**config.mk**
```make
export PLATFORM = sky130hd
export DESIGN_NAME = note_entry_capture
export DESIGN_NICKNAME = d
export VERILOG_FILES = /design/src/rtl/note_entry_pkg.sv /design/src/rtl/note_entry_capture_sync_ff2.sv /design/src/rtl/note_entry_capture.sv
export SDC_FILE = /design/constraint.sdc
export NUM_CORES = 1
export LEC_CHECK = 0
export BUFFER_PORTS_ARGS = -buffer_cell sky130_fd_sc_hd__buf_4
export CAP_MARGIN = 20
export CORE_MARGIN = 2
export CORE_UTILIZATION = 30
export DETAILED_ROUTE_END_ITERATION = 12
export GPL_TIMING_DRIVEN = 0
export PLACE_DENSITY_LB_ADDON = 0.25
export SLEW_MARGIN = 20
export SYNTH_ARGS = -nofsm -noshare
export SYNTH_HDL_FRONTEND = slang
export SYNTH_HIERARCHICAL = 1
export SYNTH_SLANG_ARGS = --single-unit
```
**constraint.sdc**
```tcl
create_clock -name clk -period 2.84 [get_ports clk]
set_clock_uncertainty 0.2 [all_clocks]
set_input_delay 0.426 -clock clk [delete_from_list [all_inputs] [get_ports clk]]
set_output_delay 0.426 -clock clk [all_outputs]
set_load 0.01 [all_outputs]
```
**src/rtl/note_entry_pkg.sv**
```systemverilog
// ---------------------------------------------------------------------------
// note_entry_pkg
// Shared definitions for the note entry front end and the melody recognizer:
//   - state_e     : debounce FSM states
//   - NOTE_*      : 3-bit note switch codes (NOTE_X = rest)
//   - TONE_*      : tone switch values (1 = sharp)
//   - cnt_width() : debounce counter width, never narrower than 1 bit
// ---------------------------------------------------------------------------
package note_entry_pkg;

    typedef enum logic [2:0] {
        IDLE         = 3'd0,
        PRESS_WAIT   = 3'd1,
        FIRE         = 3'd2,
        HELD         = 3'd3,
        RELEASE_WAIT = 3'd4
    } state_e;

    localparam logic [2:0] NOTE_X = 3'd0;
    localparam logic [2:0] NOTE_C = 3'd1;
    localparam logic [2:0] NOTE_D = 3'd2;
    localparam logic [2:0] NOTE_E = 3'd3;
    localparam logic [2:0] NOTE_F = 3'd4;
    localparam logic [2:0] NOTE_G = 3'd5;
    localparam logic [2:0] NOTE_A = 3'd6;
    localparam logic [2:0] NOTE_B = 3'd7;

    localparam logic TONE_NATURAL = 1'b0;
    localparam logic TONE_SHARP   = 1'b1;

    // $clog2(1) is 0, which would give a zero-width counter.
    function automatic int cnt_width(input int cycles);
        return (cycles > 1) ? $clog2(cycles) : 1;
    endfunction

endpackage

```
**src/rtl/note_entry_capture_sync_ff2.sv**
```systemverilog
// ---------------------------------------------------------------------------
// sync_ff2
// Two-flop synchronizer for asynchronous inputs, parameterized width.
// Ports:
//   clk   in          system clock
//   reset in          synchronous, active-high; clears both stages
//   d     in  WIDTH   asynchronous input
//   q     out WIDTH   synchronized output (two clk cycles of latency)
// ---------------------------------------------------------------------------
module sync_ff2 #(
    parameter int WIDTH = 1
) (
    input  logic             clk,
    input  logic             reset,
    input  logic [WIDTH-1:0] d,
    output logic [WIDTH-1:0] q
);

    logic [WIDTH-1:0] meta_q;
    logic [WIDTH-1:0] sync_q;

    always_ff @(posedge clk) begin
        if (reset) begin
            meta_q <= '0;
            sync_q <= '0;
        end else begin
            meta_q <= d;
            sync_q <= meta_q;
        end
    end

    assign q = sync_q;

endmodule

```
**src/rtl/note_entry_capture.sv**
```systemverilog
// ---------------------------------------------------------------------------
// note_entry_capture
// Synchronizes the OK button and the tone/note switches, debounces the
// button and emits one single-cycle ok strobe per clean press, with the
// switch values captured on the same edge.
// Parameters:
//   DEBOUNCE_CYCLES  stable cycles required on press and on release (>=1)
//   MAX_ENTRIES      entries per melody attempt (1..7)
// Ports:
//   clk          in     system clock
//   reset        in     synchronous, active-high
//   btn_ok_raw   in     raw OK button, active-high, bouncy
//   sw_tone_raw  in     raw tone switch (1 = sharp)
//   sw_note_raw  in  3  raw note switches (000 = rest, 001 = C .. 111 = B)
//   ok           out    one-cycle accept strobe
//   tone         out    captured tone
//   note         out 3  captured note
//   entry_count  out 3  accepted presses since reset, saturating
//   locked       out    entry limit reached
// Build option:
//   NOTE_ENTRY_LOCKOUT_EN  when defined, presses beyond MAX_ENTRIES are
//                          swallowed and locked reports the limit; when
//                          undefined every press strobes and locked is 0.
// ---------------------------------------------------------------------------
module note_entry_capture
    import note_entry_pkg::*;
#(
    parameter int DEBOUNCE_CYCLES = 250000,
    parameter int MAX_ENTRIES     = 6
) (
    input  logic       clk,
    input  logic       reset,
    input  logic       btn_ok_raw,
    input  logic       sw_tone_raw,
    input  logic [2:0] sw_note_raw,
    output logic       ok,
    output logic       tone,
    output logic [2:0] note,
    output logic [2:0] entry_count,
    output logic       locked
);

    localparam int               CNT_W    = cnt_width(DEBOUNCE_CYCLES);
    localparam logic [CNT_W-1:0] CNT_LAST = CNT_W'(DEBOUNCE_CYCLES - 1);
    localparam logic [CNT_W-1:0] CNT_ONE  = CNT_W'(1);
    localparam logic [2:0]       MAX_CNT  = 3'(MAX_ENTRIES);

    logic       btn_s;
    logic [3:0] sw_s;

    sync_ff2 #(.WIDTH(1)) u_sync_btn (
        .clk   (clk),
        .reset (reset),
        .d     (btn_ok_raw),
        .q     (btn_s)
    );

    // Bit 3 is the tone, bits 2:0 the note.
    sync_ff2 #(.WIDTH(4)) u_sync_sw (
        .clk   (clk),
        .reset (reset),
        .d     ({sw_tone_raw, sw_note_raw}),
        .q     (sw_s)
    );

    state_e           state_q, state_d;
    logic [CNT_W-1:0] cnt_q, cnt_d;
    logic             ok_q, ok_d;
    logic             tone_q, tone_d;
    logic [2:0]       note_q, note_d;
    logic [2:0]       count_q, count_d;
    logic             accept;

    always_comb begin
        state_d = state_q;
        cnt_d   = cnt_q;
        ok_d    = 1'b0;
        tone_d  = tone_q;
        note_d  = note_q;
        count_d = count_q;
        accept  = 1'b0;

        // Every state change clears the counter so each wait starts fresh.
        case (state_q)
            IDLE: begin
                if (btn_s) begin
                    state_d = PRESS_WAIT;
                    cnt_d   = '0;
                end
            end
            PRESS_WAIT: begin
                if (!btn_s) begin
                    state_d = IDLE;
                    cnt_d   = '0;
                end else if (cnt_q == CNT_LAST) begin
                    state_d = FIRE;
                    cnt_d   = '0;
                end else begin
                    cnt_d = cnt_q + CNT_ONE;
                end
            end
            FIRE: begin
                state_d = HELD;
                cnt_d   = '0;
            end
            HELD: begin
                if (!btn_s) begin
                    state_d = RELEASE_WAIT;
                    cnt_d   = '0;
                end
            end
            RELEASE_WAIT: begin
                if (btn_s) begin
                    state_d = HELD;
                    cnt_d   = '0;
                end else if (cnt_q == CNT_LAST) begin
                    state_d = IDLE;
                    cnt_d   = '0;
                end else begin
                    cnt_d = cnt_q + CNT_ONE;
                end
            end
            default: begin
                state_d = HELD;
                cnt_d   = '0;
            end
        endcase

        // FIRE is only reachable from PRESS_WAIT, so state_d == FIRE marks
        // the single edge on which the press is accepted.
        if (state_d == FIRE) begin
            if (count_q < MAX_CNT) begin
                count_d = count_q + 3'd1;
            end
`ifdef NOTE_ENTRY_LOCKOUT_EN
            accept = (count_q != MAX_CNT);
`else
            accept = 1'b1;
`endif
            if (accept) begin
                ok_d   = 1'b1;
                tone_d = sw_s[3];
                note_d = sw_s[2:0];
            end
        end
    end

    // Reset parks in HELD so the button must be seen released for a full
    // debounce period before any press can be accepted.
    always_ff @(posedge clk) begin
        if (reset) begin
            state_q <= HELD;
            cnt_q   <= '0;
            ok_q    <= 1'b0;
            tone_q  <= 1'b0;
            note_q  <= 3'b000;
            count_q <= 3'd0;
        end else begin
            state_q <= state_d;
            cnt_q   <= cnt_d;
            ok_q    <= ok_d;
            tone_q  <= tone_d;
            note_q  <= note_d;
            count_q <= count_d;
        end
    end

    assign ok          = ok_q;
    assign tone        = tone_q;
    assign note        = note_q;
    assign entry_count = count_q;

`ifdef NOTE_ENTRY_LOCKOUT_EN
    assign locked = (count_q == MAX_CNT);
`else
    assign locked = 1'b0;
`endif

endmodule

```
==> flow_metrics.tcl, run 1 <==
set metrics [dict create \
    power.share.clock 0.401 \
    cp.required_ns 2.86 \
    synth_nets 208 \
    seq_area_um2 781 \
    drt_first_pass_iters 4 \
    cts_sinks 39 \
    ant_nets 0 \
    stdcell_count 298 \
    yosys.area_share.xor_xnor 0.0271 \
    yosysUniqueCellTypes 52 \
    grt-ovfl-total 0 \
    synth-seq-cells 39 \
    place_area_um2 2140 \
    clkLatencyLatePin_ns 0.29 \
    clk_path_buf_depth 2 \
    fin_nets 229 \
    cts_resized 0 \
    path_delay_family "compound AO/OA/AOI/OAI gates" \
    post_cts_buffers 0 \
    fillerInstances 659 \
    status "complete, no violations" \
    synthAdderAreaFrac 0.0129 \
    grt_pass1_wl_um 7070 \
    crit_cells 8 \
    viasPerCell 5.22 \
    synth_compound_area_frac 0.191 \
    max_freq_mhz 442 \
    vias 1557 \
    n_antenna_cell 0 \
    core_area_um2 6310 \
    yosysSeqAreaShare 0.402 \
    routabilityCongestion 0.753 \
    drt_iter0_drc 58 \
    grt_pass1_vias 1423 \
    tightest_slew_ns 0.542 \
    port_buffers 14 \
    finalPower_mw 1.15 \
    timing.rr.start "cnt_q[0]" \
    layout-drive-gt1-share 0.240 \
    initial_core_util 0.308 \
    synth-simple-area-share 0.273 \
    crit_end "cnt_q[17]" \
    worstPathCellList "ha_1 > and4b_1 > and3_1 > buf_6 > a2111o_1 > buf_4 > buf_8 > a22oi_2" \
    cap_violations 0 \
    dp_cells 290 \
    path_clk_slew_ns 0.08 \
    peakVddDrop_v 0.000219 \
    switching_share 0.237 \
    rows 29 \
    layout_min_cycle_time_ns 2.26 \
    fin_setup_tns_ns 0 \
    tritoncts "built" \
    cts_root_buffer "clkbuf_8" \
    crit_path_start "cnt_q[0]" \
    r2r_cells 8 \
    multi_input_area_um2 1000 \
    met1_usage 0.183 \
    hold_buffers 0 \
    ys_warn_count 6 \
    muxShareOfSynthArea 0.0110 \
    setup_viol 0 \
    fin_area_um2 2260 \
    die_height_um 84.5 \
    combPwrFrac 0.107 \
    reg2reg_to "cnt_q[17]" \
    cp_max_fo 10 \
    final_max_slew_viol_count 0 \
    crit_path_max_incr_delay_ns 0.37 \
    wl_um 3990 \
    critPathKind "reg2reg" \
    die_x_um 84.5 \
    seqPwrFrac 0.492 \
    grt_setup_unrepaired "false" \
    arrival_ns 2.28 \
    syn-mean-instance-area_um2 9.76 \
    antenna_found_initial 0 \
    start_kind "flip-flop" \
    hold_violations 0 \
    slowest_stage "dfxtp_1" \
    hold_slack_ns 0.141 \
    power.density_nw_per_um2 512 \
    met3_usage 0.0265 \
    p_int_mw 0.881 \
    routedWlPerCell_um 13.4 \
    rrSetupSlack_ns 0.58 \
    grtUsageTotal 0.122 \
    hpwl_um 2710 \
    drc 0 \
    min_path_type "in2reg" \
    switching_power_mw 0.273 \
    grt_max_degree 16 \
    grt-busiest-layer "met1" \
    cts_buffers 5 \
    relSlewSlack 0.633 \
    p_leak_nw 0.780 \
    ios 16 \
    end_kind "flip-flop" \
    syn-cell-area_um2 1940 \
    synth_top_family_by_area "simple AND/OR/NAND/NOR gates" \
    die-area_um2 7130 \
    syn_inst 199 \
    area_growth_pct 16.2 \
    h-tree-depth 2 \
    period_share 0.797 \
    critical_path_buf_inv_count 3 \
    met2_usage 0.173 \
]
==> cell usage in the layout (no fill, tap or decap), drive strengths merged, types with 2 or more instances in the layout <==
| cell type | synthesis | final |
|---|---|---|
| dfxtp | 39 | 39 |
| buf | 15 | 29 |
| a21oi | 14 | 14 |
| nand4 | 13 | 13 |
| nor2b | 12 | 12 |
| or4 | 11 | 11 |
| a22oi | 11 | 11 |
| o31ai | 10 | 10 |
| nand2 | 8 | 8 |
| nand3 | 7 | 7 |
| clkbuf | 2 | 7 |
| o21ai | 6 | 6 |
| xor2 | 6 | 6 |
| nor2 | 5 | 5 |
| and3 | 4 | 4 |
| and4 | 3 | 3 |
| inv | 3 | 3 |
| nor3 | 2 | 2 |
| a211o | 2 | 2 |
| ha | 2 | 2 |
| and2 | 2 | 2 |
| nand4b | 2 | 2 |
| nand2b | 2 | 2 |
| clkinv | 0 | 2 |
==> sequential cells by signal (all words and copies together), names as in the netlist <==
signal and flops:
cnt_q 18, u_sync_sw/meta_q 4, u_sync_sw/q 4, entry_count 3, note 3, state_q 3, ok 1, tone 1
u_sync_btn/meta_q 1, u_sync_btn/q 1
==> per-layer routing <==
metal / up-vias / wire (um)
li1: 804 / -
met1: 735 / 2060
met2: 13 / 1800
met3: 5 / 87
met4: 0 / 36
met5: - / 0
==> Yosys cell counts (all sizes together) <==
library cell	count	share of area
o31ai	10	0.039
a311oi	1	0.0045
nand4	13	0.042
nor4b	1	0.0045
or4	11	0.046
nand3	7	0.018
o2111ai	1	0.0045
and4bb	1	0.0064
ha	2	0.013
o21ai	6	0.015
mux2	1	0.0058
or3	1	0.0032
and3	4	0.013
nor3	2	0.0052
nor3b	1	0.0039
nor2	5	0.011
nand2	8	0.024
and4b	1	0.0052
a2111o	1	0.0058
buf	15	0.072
clkbuf	2	0.0039
dfxtp	39	0.40
and3b	1	0.0045
mux2i	1	0.0052
and2	2	0.0077
inv	3	0.0058
a22oi	11	0.050
xor2	6	0.027
o31a	1	0.0045
a211o	2	0.010
o211ai	1	0.0039
nor2b	12	0.039
a211oi	1	0.0039
a21oi	14	0.036
conb	1	0.0019
nand4b	2	0.017
a31o	1	0.0045
a41o	1	0.0052
nand2b	2	0.010
a31oi	1	0.0032
and4	3	0.014
==> cell families (layout without fill, tap and decap cells) <==
| family | after synthesis | after routing |
|---|---|---|
| other cells | 1 | 1 |
| simple gates | 77 | 77 |
| buf+inv | 20 | 42 |
| mux | 2 | 2 |
| flops | 39 | 39 |
| compound gates | 52 | 52 |
| xor+xnor | 6 | 6 |
| fa+ha+maj | 2 | 2 |
==> how the worst min path moves through the flow <==
stage | startpoint | to | slack (ns) | cells past startpoint
global route | sw_note_raw[2] | u_sync_sw/meta_q[2] | 0.14 | 2
floorplan | u_sync_btn/meta_q | u_sync_btn/q | 0.21 | 1
detailed placement | u_sync_sw/meta_q[3] | u_sync_sw/q[3] | 0.23 | 1
global placement | u_sync_sw/meta_q[0] | u_sync_sw/q[0] | 0.22 | 1
finish | sw_note_raw[1] | u_sync_sw/meta_q[1] | 0.14 | 2
CTS | btn_ok_raw | u_sync_btn/meta_q | 0.13 | 2
==> final cells by class <==
cell class              instances  area share
plain buffers                  17      0.0649
clock buffers                   5      0.0305
clock inverters                 3      0.0194
inverters                       3     0.00499
multi-input cells             140       0.445
flip-flops and latches         39       0.346
well taps                      77      0.0427
repair buffers                 14      0.0466
==> per-stage QoR <==
step	util	setup slack, ns
3_3_place_gp	0.339	0.609
2_1_floorplan	-	0.754
4_1_cts	0.357	0.565
3_5_place_dp	0.339	0.597
5_1_grt	0.357	0.319
6_report	0.357	0.576
==> power by group through the flow <==
stage	logic (mW)	registers, mW	clock network, mW
2_1_floorplan	0.0978	0.579	0
3_3_place_gp	0.123	0.580	0
3_5_place_dp	0.125	0.581	0
6_report	0.124	0.568	0.463
5_1_grt	0.137	0.570	0.506
4_1_cts	0.125	0.568	0.483
(Power assumes the default switching activity.)
==> run 2, diff against run 1 <==
Settings changed: ABC_AREA from default to 1.
Clock period 2.84 ns to 2.1 ns, I/O delays scaled along.
==> run 2 against run 1 <==
Compared with the run above: final cell count is 16% higher; synthesized area is 4.6% lower; worst hold slack worse by 0.12 ns; via count is 0.64% lower; global-route usage is 0.45 points lower; critical path depth stayed put; routed wire length is 7.9% lower; count of clock-buffer cells in the layout is 1 higher; sequential cell count stayed put; critical path type unchanged.
==> flow_metrics.tcl, run 2 <==
set metrics [dict create \
    die_height_um 82.6 \
    synth_top_area_cell "dfxtp_1" \
    yosysMostFrequentCell "nor2_1" \
    rows 28 \
    antenna_found_initial 0 \
    finalPower_mw 1.58 \
    die_x_um 82.6 \
    grt-ovfl-total 0 \
    routedWlPerCell_um 10.6 \
    tritoncts "built" \
    dp_cells 337 \
    path_clk_slew_ns 0.08 \
    period_share 0.924 \
    setup_viol 0 \
    drt_first_pass_iters 4 \
    stdcell_count 347 \
    status "complete, no violations" \
    p_leak_nw 0.908 \
    synth_nets 257 \
    min_path_type "in2reg" \
    cts_resized 0 \
    place_area_um2 2050 \
    ys_warn_count 6 \
    drc 0 \
    fin_ws_ns 0.160 \
    clkLatencyLatePin_ns 0.29 \
    synth-seq-cells 39 \
    cts_root_buffer "clkbuf_8" \
    clk_path_buf_depth 2 \
    start_kind "flip-flop" \
    arrival_ns 1.97 \
    peakVddDrop_v 0.000335 \
    largest_reg_flops 18 \
    wl_um 3670 \
    fin_nets 280 \
    final_max_slew_viol_count 0 \
    yosysUniqueCellTypes 30 \
    grt_max_degree 13 \
    initial_core_util 0.311 \
    cp.required_ns 2.13 \
    grt_pass1_wl_um 6130 \
    hold_violations 0 \
    combPwrFrac 0.096 \
    layout-drive-gt1-share 0.199 \
    syn_inst 248 \
    routabilityCongestion 0.810 \
    synth_edf_count 0 \
    end_kind "flip-flop" \
    fin_area_um2 2180 \
    power.share.clock 0.411 \
    ios 16 \
    layout_min_cycle_time_ns 1.94 \
    cts_sinks 39 \
    vias 1547 \
    yosys-top-cells-count "46 x nor2_1, 40 x inv_1, 39 x dfxtp_1" \
    switching_share 0.240 \
    largest_register "cnt_q" \
    area_growth_pct 17.8 \
    mostFrequentLayoutCell "nor2_1" \
    grtUsageTotal 0.117 \
    die-area_um2 6820 \
    max_freq_mhz 516 \
    grt_pass1_vias 1436 \
    layout_common_cells "46 x nor2_1, 40 x inv_1, 39 x dfxtp_1, 33 x nand2_1, 16 x buf_4" \
    n_antenna_cell 0 \
    switching_power_mw 0.380 \
    core_area_um2 5960 \
    cap_violations 0 \
    yosysSeqAreaShare 0.422 \
    critPathKind "reg2reg" \
    postLayoutCoreUtil 0.366 \
    p_int_mw 1.20 \
    seqPwrFrac 0.493 \
    syn-cell-area_um2 1850 \
    yosysTopAreaCellShare 0.422 \
    synth-async-reset-ratio 0 \
    synthFlopType "dfxtp_1" \
    hpwl_um 2560 \
    synth_area_leaders "dfxtp_1 42%, nor2_1 9.3%, inv_1 8.1%, nand2_1 6.7%, nor3_2 4.3%" \
    cp_max_fo 6 \
    syn-mean-instance-area_um2 7.47 \
    preCtsSetupSlack_ns 0.165 \
    viasPerCell 4.46 \
    drt_iter0_drc 55 \
    port_buffers 14 \
    cts_buffers 5 \
    power.density_nw_per_um2 725 \
    h-tree-depth 2 \
    ant_nets 0 \
]
[run 2: cell count changes in the layout (fill, tap and decap cells not counted), moves of 10 or more]
cell     previous run  this run
nor2_1              4        46
o31ai_1            10         0
nor2b_1            12         0
nand2_1             7        33
inv_1               3        40
[run 2: through the flow]
step           setup TNS (ns)  hold WS, ns
2_1_floorplan               0        0.184
3_3_place_gp                0        0.190
3_5_place_dp                0        0.195
4_1_cts                     0       0.0142
5_1_grt               -0.0103       0.0171
6_report                    0       0.0209
[run 2: path summary, 6_finish.rpt]
kind / startpoint / to / slack, ns / cells past startpoint
max: cnt_q[0] / entry_count[1] / 0.16 / 8
min: sw_note_raw[0] / u_sync_sw/meta_q[0] / 0.02 / 3
max reg2reg: cnt_q[0] / entry_count[1] / 0.16 / 8
min reg2reg: u_sync_sw/meta_q[2] / u_sync_sw/q[2] / 0.20 / 2
[run 2: critical path, stage by stage (launching register included)]
cell and delay, ns:
dfxtp_1 0.38, ha_1 0.25, inv_1 0.07, nor2_1 0.18, nand3_2 0.18, nor2_4 0.24
clkbuf_2 0.19, o21ai_0 0.08, nor2_1 0.11
[run 2: what timing repair did]
item | in CTS | in global routing
endpoints found under the setup margin | 0 | 2
hold buffers | 0 | 0
buffers inserted | 0 | 2
[run 2: logic make-up (layout without fill, tap and decap cells)]
| family | after synthesis | in the layout | synth area share |
|---|---|---|---|
| and+or+nand+nor | 132 | 132 | 0.365 |
| buffers and inverters | 46 | 70 | 0.107 |
| AOI/OAI and AO/OA | 26 | 26 | 0.0811 |
| DFF | 39 | 39 | 0.422 |
| adders and majority gates | 2 | 2 | 0.0135 |
| other | 1 | 1 | 0.00203 |
| xor gates and xnor gates | 2 | 2 | 0.00946 |
[run 2: metal layers]
metal | track usage | routed length, um
met1 | 0.145 | 1790
met2 | 0.196 | 1640
met3 | 0.0326 | 182
met4 | 0.0393 | 62
met5 | 0 | 0
[run 2: layout make-up]
cell class | instances | area (um^2)
Inverter | 42 | 158
Clock inverter | 2 | 35.0
Multi-Input combinational cell | 163 | 872
Timing Repair Buffer | 16 | 118
Fill cell | 666 | 3770
Buffer | 4 | 41.3
Tap cell | 75 | 93.8
Clock buffer | 6 | 82.6
Sequential cell | 39 | 781
[run 2: power by group through the flow]
stage / registers, mW / logic [mW] / clock network (mW)
2_1_floorplan: 0.794 / 0.119 / 0
6_report: 0.780 / 0.151 / 0.651
5_1_grt: 0.783 / 0.172 / 0.714
3_5_place_dp: 0.797 / 0.154 / 0
4_1_cts: 0.780 / 0.154 / 0.679
3_3_place_gp: 0.797 / 0.154 / 0
